`src/rtl/pwm_pkg.sv`:
```
// rtl/pwm_pkg.sv - shared helpers for pwm_multi (tick divider, duty array type, ramp step; PWM_RAMP_EN)
`ifndef PWM_PKG_SV
`define PWM_PKG_SV

// Packed per-channel duty array: element i is the duty code of channel i.
`define PWM_DUTY_ARR(ch, w) logic [(ch)-1:0][(w)-1:0]

package pwm_pkg;

    // Smallest usable tick divider; below this the timebase cannot resolve a step.
    localparam int unsigned PWM_MIN_TICK = 2;

    // Clocks per duty step: one PWM period is split into 2**width equal steps.
    function automatic int unsigned tick_count(input int unsigned clock_hz,
                                               input int unsigned freq_hz,
                                               input int unsigned width);
        return (clock_hz / freq_hz) / (32'd1 << width);
    endfunction

    // Move cur toward target by at most max_step, never overshooting.
    function automatic int unsigned ramp_toward(input int unsigned cur,
                                                input int unsigned target,
                                                input int unsigned max_step);
        int unsigned diff;
        if (target >= cur) begin
            diff = target - cur;
            return cur + ((diff < max_step) ? diff : max_step);
        end
        diff = cur - target;
        return cur - ((diff < max_step) ? diff : max_step);
    endfunction

endpackage

`endif

```
`src/rtl/pwm_timebase.sv`:
```
// rtl/pwm_timebase.sv - shared tick/step timebase with period end and period start flags
import pwm_pkg::*;

module pwm_timebase #(
    parameter int TICK  = 62,
    parameter int WIDTH = 8
) (
    input  logic             clk,
    input  logic             clr_n,
    input  logic             en,
    output logic [WIDTH-1:0] step,
    output logic             period_end,
    output logic             period_start
);

    localparam int TW = (TICK > 1) ? $clog2(TICK) : 1;
    localparam logic [TW-1:0] TICK_LAST = TW'(TICK - 1);

    logic [TW-1:0] tick;
    logic          at_zero;
    // Set when the counters land on step 0 of a new period; cleared once
    // the start pulse has been issued so a pause at 0/0 cannot repeat it.
    logic          fresh;

    assign period_end = en && (tick == TICK_LAST) && (step == '1);
    assign at_zero    = (tick == '0) && (step == '0);

    // Tick/step counters advance only while enabled and hold otherwise.
    always_ff @(posedge clk) begin
        if (!clr_n) begin
            tick <= '0;
            step <= '0;
        end else if (en) begin
            if (tick == TICK_LAST) begin
                tick <= '0;
                step <= step + WIDTH'(1);
            end else begin
                tick <= tick + TW'(1);
            end
        end
    end

    // Registered period start, aligned with the pwm outputs showing step 0.
    always_ff @(posedge clk) begin
        if (!clr_n) begin
            period_start <= 1'b0;
            fresh        <= 1'b1;
        end else begin
            period_start <= en && at_zero && fresh;
            if (period_end) begin
                fresh <= 1'b1;
            end else if (en && at_zero) begin
                fresh <= 1'b0;
            end
        end
    end

endmodule

```
`src/rtl/pwm_multi.sv`:
```
// rtl/pwm_multi.sv - N-channel double-buffered PWM with per-channel polarity; PWM_RAMP_EN enables ramped commits
import pwm_pkg::*;

module pwm_multi #(
    parameter  int CLOCK     = 50000000,
    parameter  int FREQ      = 100,
    parameter  int WIDTH     = 8,
    parameter  int CHANNELS  = 4,
    parameter  int RAMP_STEP = 1,
    localparam int CW        = (CHANNELS > 1) ? $clog2(CHANNELS) : 1
) (
    input  logic                clk,
    input  logic                clr_n,
    input  logic                en,
    input  logic                wr_en,
    input  logic [CW-1:0]       wr_chan,
    input  logic [WIDTH-1:0]    wr_duty,
    input  logic [CHANNELS-1:0] invert,
    output logic                wr_err,
    output logic                period_start,
    output logic [CHANNELS-1:0] pwm
);

    localparam int TICK = tick_count(CLOCK, FREQ, WIDTH);
    localparam logic [CW:0] CHAN_LIM = (CW + 1)'(CHANNELS);

    if (TICK < PWM_MIN_TICK) begin : g_tick_err
        $error("pwm_multi: CLOCK/FREQ too small for WIDTH, tick divider below 2");
    end
    if (RAMP_STEP < 1) begin : g_ramp_err
        $error("pwm_multi: RAMP_STEP must be at least 1");
    end

    `PWM_DUTY_ARR(CHANNELS, WIDTH) shadow;
    `PWM_DUTY_ARR(CHANNELS, WIDTH) active;
    `PWM_DUTY_ARR(CHANNELS, WIDTH) commit_val;

    logic [WIDTH-1:0]    step;
    logic                period_end;
    logic [CW:0]         wr_chan_ext;
    logic                wr_ok;
    logic [CHANNELS-1:0] raw;

    // Widened so an out-of-range channel is comparable for any CHANNELS.
    assign wr_chan_ext = {1'b0, wr_chan};
    assign wr_ok       = wr_chan_ext < CHAN_LIM;

    pwm_timebase #(
        .TICK  (TICK),
        .WIDTH (WIDTH)
    ) u_timebase (
        .clk          (clk),
        .clr_n        (clr_n),
        .en           (en),
        .step         (step),
        .period_end   (period_end),
        .period_start (period_start)
    );

    // Value each active register takes at the period boundary.
    always_comb begin
        commit_val = active;
        for (int i = 0; i < CHANNELS; i++) begin
`ifdef PWM_RAMP_EN
            commit_val[i] = WIDTH'(ramp_toward(32'(active[i]), 32'(shadow[i]), RAMP_STEP));
`else
            commit_val[i] = shadow[i];
`endif
        end
    end

    // Raw comparator level; the all-ones code is forced fully active.
    always_comb begin
        raw = '0;
        for (int i = 0; i < CHANNELS; i++) begin
            raw[i] = (active[i] == '1) || (step < active[i]);
        end
    end

    // Shadow writes land any time; active only changes at period end and
    // picks up the shadow value from before a same-cycle write.
    always_ff @(posedge clk) begin
        if (!clr_n) begin
            shadow <= '0;
            active <= '0;
        end else begin
            if (period_end) begin
                active <= commit_val;
            end
            for (int i = 0; i < CHANNELS; i++) begin
                if (wr_en && wr_ok && (wr_chan_ext == (CW + 1)'(i))) begin
                    shadow[i] <= wr_duty;
                end
            end
        end
    end

    // Output registers: polarity applied here, inactive level while disabled.
    always_ff @(posedge clk) begin
        if (!clr_n) begin
            pwm    <= '0;
            wr_err <= 1'b0;
        end else begin
            pwm    <= en ? (raw ^ invert) : invert;
            wr_err <= wr_en && !wr_ok;
        end
    end

endmodule
```
`config.mk`:
```
export PLATFORM = sky130hd
export DESIGN_NAME = pwm_multi
export DESIGN_NICKNAME = d
export VERILOG_FILES = /design/src/rtl/pwm_pkg.sv /design/src/rtl/pwm_timebase.sv /design/src/rtl/pwm_multi.sv
export SDC_FILE = /design/constraint.sdc
export NUM_CORES = 1
export LEC_CHECK = 0
export CAP_MARGIN = 20
export CORE_MARGIN = 4
export CORE_UTILIZATION = 30
export CTS_CLUSTER_SIZE = 25
export DETAILED_ROUTE_END_ITERATION = 8
export PLACE_DENSITY_LB_ADDON = 0.2
export SYNTH_ARGS = -nofsm -noshare
export SYNTH_HDL_FRONTEND = slang
export SYNTH_HIERARCHICAL = 1
export SYNTH_SLANG_ARGS = --single-unit
```
`constraint.sdc`:
```
create_clock -name clk -period 3.7 [get_ports clk]
set_input_delay 1.11 -clock clk [delete_from_list [all_inputs] [get_ports clk]]
set_output_delay 1.11 -clock clk [all_outputs]
set_load 0.03 [all_outputs]
```
==> out/qor.csv <==
stage,metric,value,unit
placement,post-place-ws,100,ps
global_routing,grt_pass1_wl,16200,microns
setup_path,rrSetupSlack,1230,ps
synth,synth_cells,454,
hold_path,worstHoldPathCells,1,
power,ir_drop,0.000230,V
layout,fin_nets,524,
setup_path,path_cells,clkdlybuf4s50_1 > or4b_1 > or4_1 > nor2_4 > buf_12 > mux2i_1 > nor2b_1,
job,drv_cap,0,
routing,drtIter0Drc,130,
layout,drive_gt1_share,7.93,%
hold_path,hold_path_class,reg2reg,
die,core-area,14500,sq um
layout,multi_input_area,2420,sq um
setup_path,worst-setup-path-type,in2reg,
layout,syn_to_final_growth,16.3,%
synth,async_flop_share,0,%
setup_path,cp.arrival,3480,ps
synth,synth_edf_count,0,
power,design_power_total,0.00205,W
placement,port-buffer-count,22,
global_routing,grt_max_degree,47,
sta,fmax,308,MHz
layout,antenna-diode-count,0,
sta,drv_slew,0,
clock_tree,ctsLongestPathBuffers,2,
sta,finalSetupViolCount,0,
routing,vias,3139,
clock_tree,cts_buffers,9,
setup_path,critPathRequiredTime,3940,ps
sta,finalHoldViolations,0,
global_routing,grt_overflow,0,
setup_path,cp_top_family,simple AND/OR/NAND/NOR gates,
die,die_area,16800,sq um
sta,fin_crit_sh,87.7,%
synth,synth.avg_cell_area,9.76,sq um
setup_path,cp_num_buf_inv,2,
die,start_util,30.6,%
power,cellPowerDensity,398,nW/um^2
placement,gp_congestion,0.803,
die,die_width,130,microns
sta,setup_ws,454,ps
sta,tightestPinTransition,737,ps
layout,instances_no_fill,663,
routing,routedWlPerCell,14.9,microns
clock_tree,htree_num_levels,3,
sta,finClkSkew,12.6,ps
setup_path,end_kind,flip-flop,
layout,stdcell_area,5160,sq um
synth,synth_top_area_cell,dfxtp_1,
placement,place_area,4850,sq um
sta,slew_headroom,50.8,%
setup_path,r2r-start,u_timebase/tick[2],
setup_path,critPathLaunchType,input pin,
setup_path,r2r_end,active[15],
placement,place_inst,647,
synth,synth_area_leaders,"dfxtp_1, mux2i_1, nor2b_1, ha_1, inv_1",
clock_tree,clkLatencyLatePin,350,ps
setup_path,r2r_cells,6,
synth,synth_area,4430,sq um
layout,seqCellArea,1780,sq um
placement,dp_hpwl,7120,microns
synth,ys_types,40,
clock_tree,cts.clk_slew.worst_paths,70,ps
clock_tree,root_buffer,clkbuf_16,
clock_tree,cts_tree,built,
layout,fillerInstances,1472,
setup_path,slowest_stage,or4_1,
synth,synth_flop_cell,dfxtp_1,
hold_path,hold_start,u_timebase/fresh,
routing,via_per_inst,4.73,
global_routing,grtUsageTotal,12.4,%
routing,wirelength,9850,microns
hold_path,min_to,u_timebase/period_start,
routing,postRouteAntennaNets,0,
run_status,status,"complete, no violations",
sta,rsz0062_at_grt,no,
global_routing,antenna_found_initial,0,
routing,drcViolationCount,0,
clock_tree,cts_resized,0,
power,p_leak,1.85,nW
synth,ys_seq_area_share,40.2,%
clock_tree,post_cts_buffers,0,
die,num_io_pins,24,
synth,netlist.area_leader.share,40.2,%
synth,syn_nets,504,
die,die-height,130,microns
setup_path,path_max_fanout,24,
routing,dr.pass1.iters,4,
die,fp-row-count,44,
sta,min_period,3250,ps
clock_tree,hold_buffers,0,
clock_tree,cts_sinks,89,
synth,ys_ff_latch,89,
global_routing,grt_pass1_vias,3044,
setup_path,slowest_delay,700,ps
synth,ys_warn_count,6,
sta,setup_tns,0,ps
-- routing by layer --
layer | track usage, % | routed length (microns)
met1 | 18.1 | 5340
met5 | 0 | 0
met4 | 5.44 | 223
met2 | 17.7 | 3970
met3 | 2.64 | 320
-- cell type report --
type                       instances  share of cell area (%)
tap                              184                    4.46
timing repair buffer              28                    5.29
multi-input combinational        307                    46.9
clock buffer                      11                    4.71
sequential                        89                    34.5
inverter                          39                    2.84
clock inverter                     5                    1.21
-- worst max path at each step --
| stage | depth (start not counted) | startpoint | to | slack (ps) |
|---|---|---|---|---|
| floorplan | 10 | en | active[0] | 320 |
| global placement | 7 | en | active[7] | 120 |
| detailed placement | 7 | en | active[15] | 100 |
| CTS | 7 | en | active[28] | 470 |
| global route | 7 | en | active[31] | 310 |
| finish | 7 | en | active[15] | 450 |
-- logic make-up (layout without fill, tap and decap cells) --
group,after synthesis,after routing,synth area share (%)
and+or+nand+nor,152,152,20.5
DFF,89,89,40.2
muxes,66,66,14.9
buffers and inverters,58,83,5.36
AOI/OAI and AO/OA,45,45,7.71
adders and majority gates,32,32,9.03
xor gates and xnor gates,11,11,2.17
other,1,1,0.0846
-- where the power goes --
group	total, W	switching (W)	leakage (nW)	internal [W]
clock	0.000944	0.000396	0.148	0.000548
sequential	0.000989	0.0000129	0.721	0.000976
combinational	0.000117	0.0000585	0.985	0.0000585
-- cell usage in the layout, fill, tap and decap left out, types with 2 or more instances in the layout --
master	count
nand3b_1	2
nor4_2	4
a21boi_2	4
o21ai_0	9
a21o_1	4
xnor2_1	8
nor2_1	15
a31oi_1	4
clkdlybuf4s50_1	21
nor4_1	4
inv_1	39
a21oi_1	6
ha_1	32
clkbuf_16	9
o2111ai_1	4
and3_1	2
nor3_1	3
nand2b_1	5
dfxtp_1	89
nand4_1	14
or4_1	2
a211o_1	4
xor2_1	3
a211oi_1	4
buf_4	5
o211ai_2	4
nor2b_1	67
or3_1	5
mux2i_1	66
nand2_1	11
nand3_1	11
-- cell usage after synthesis (2+ instances only) --
cell type  instances
a21boi_2           4
buf_4              3
a211o_1            4
o211ai_2           4
xor2_1             3
a31oi_1            4
nor3_1             3
and3_1             2
mux2i_1           66
ha_1              32
nand3_1           11
or4_1              2
xnor2_1            8
nand4_1           14
buf_2              7
nor2_1            16
a21o_1             4
nand2b_1           5
clkbuf_1           9
nor4_2             4
dfxtp_1           89
nand2_1           11
nor4_1             4
nor2b_1           67
a211oi_1           4
o2111ai_1          4
inv_1             39
nand3b_1           2
or3_1              5
o21ai_0            9
a21oi_1            6
-- state kept, by name, indices dropped and copies added, names as in the netlist --
signal,flops
u_timebase/fresh,1
commit_val,32
u_timebase/period_start,1
u_timebase/tick,11
active,32
pwm,4
u_timebase/step,8
-- metrics by stage --
stage	util [%]	hold slack, ps
floorplan	-	452
global placement	33.5	474
detailed placement	33.5	484
CTS	35.6	493
global route	35.6	506
finish	35.6	486
No activity file was read; power rests on OpenSTA's default activity.
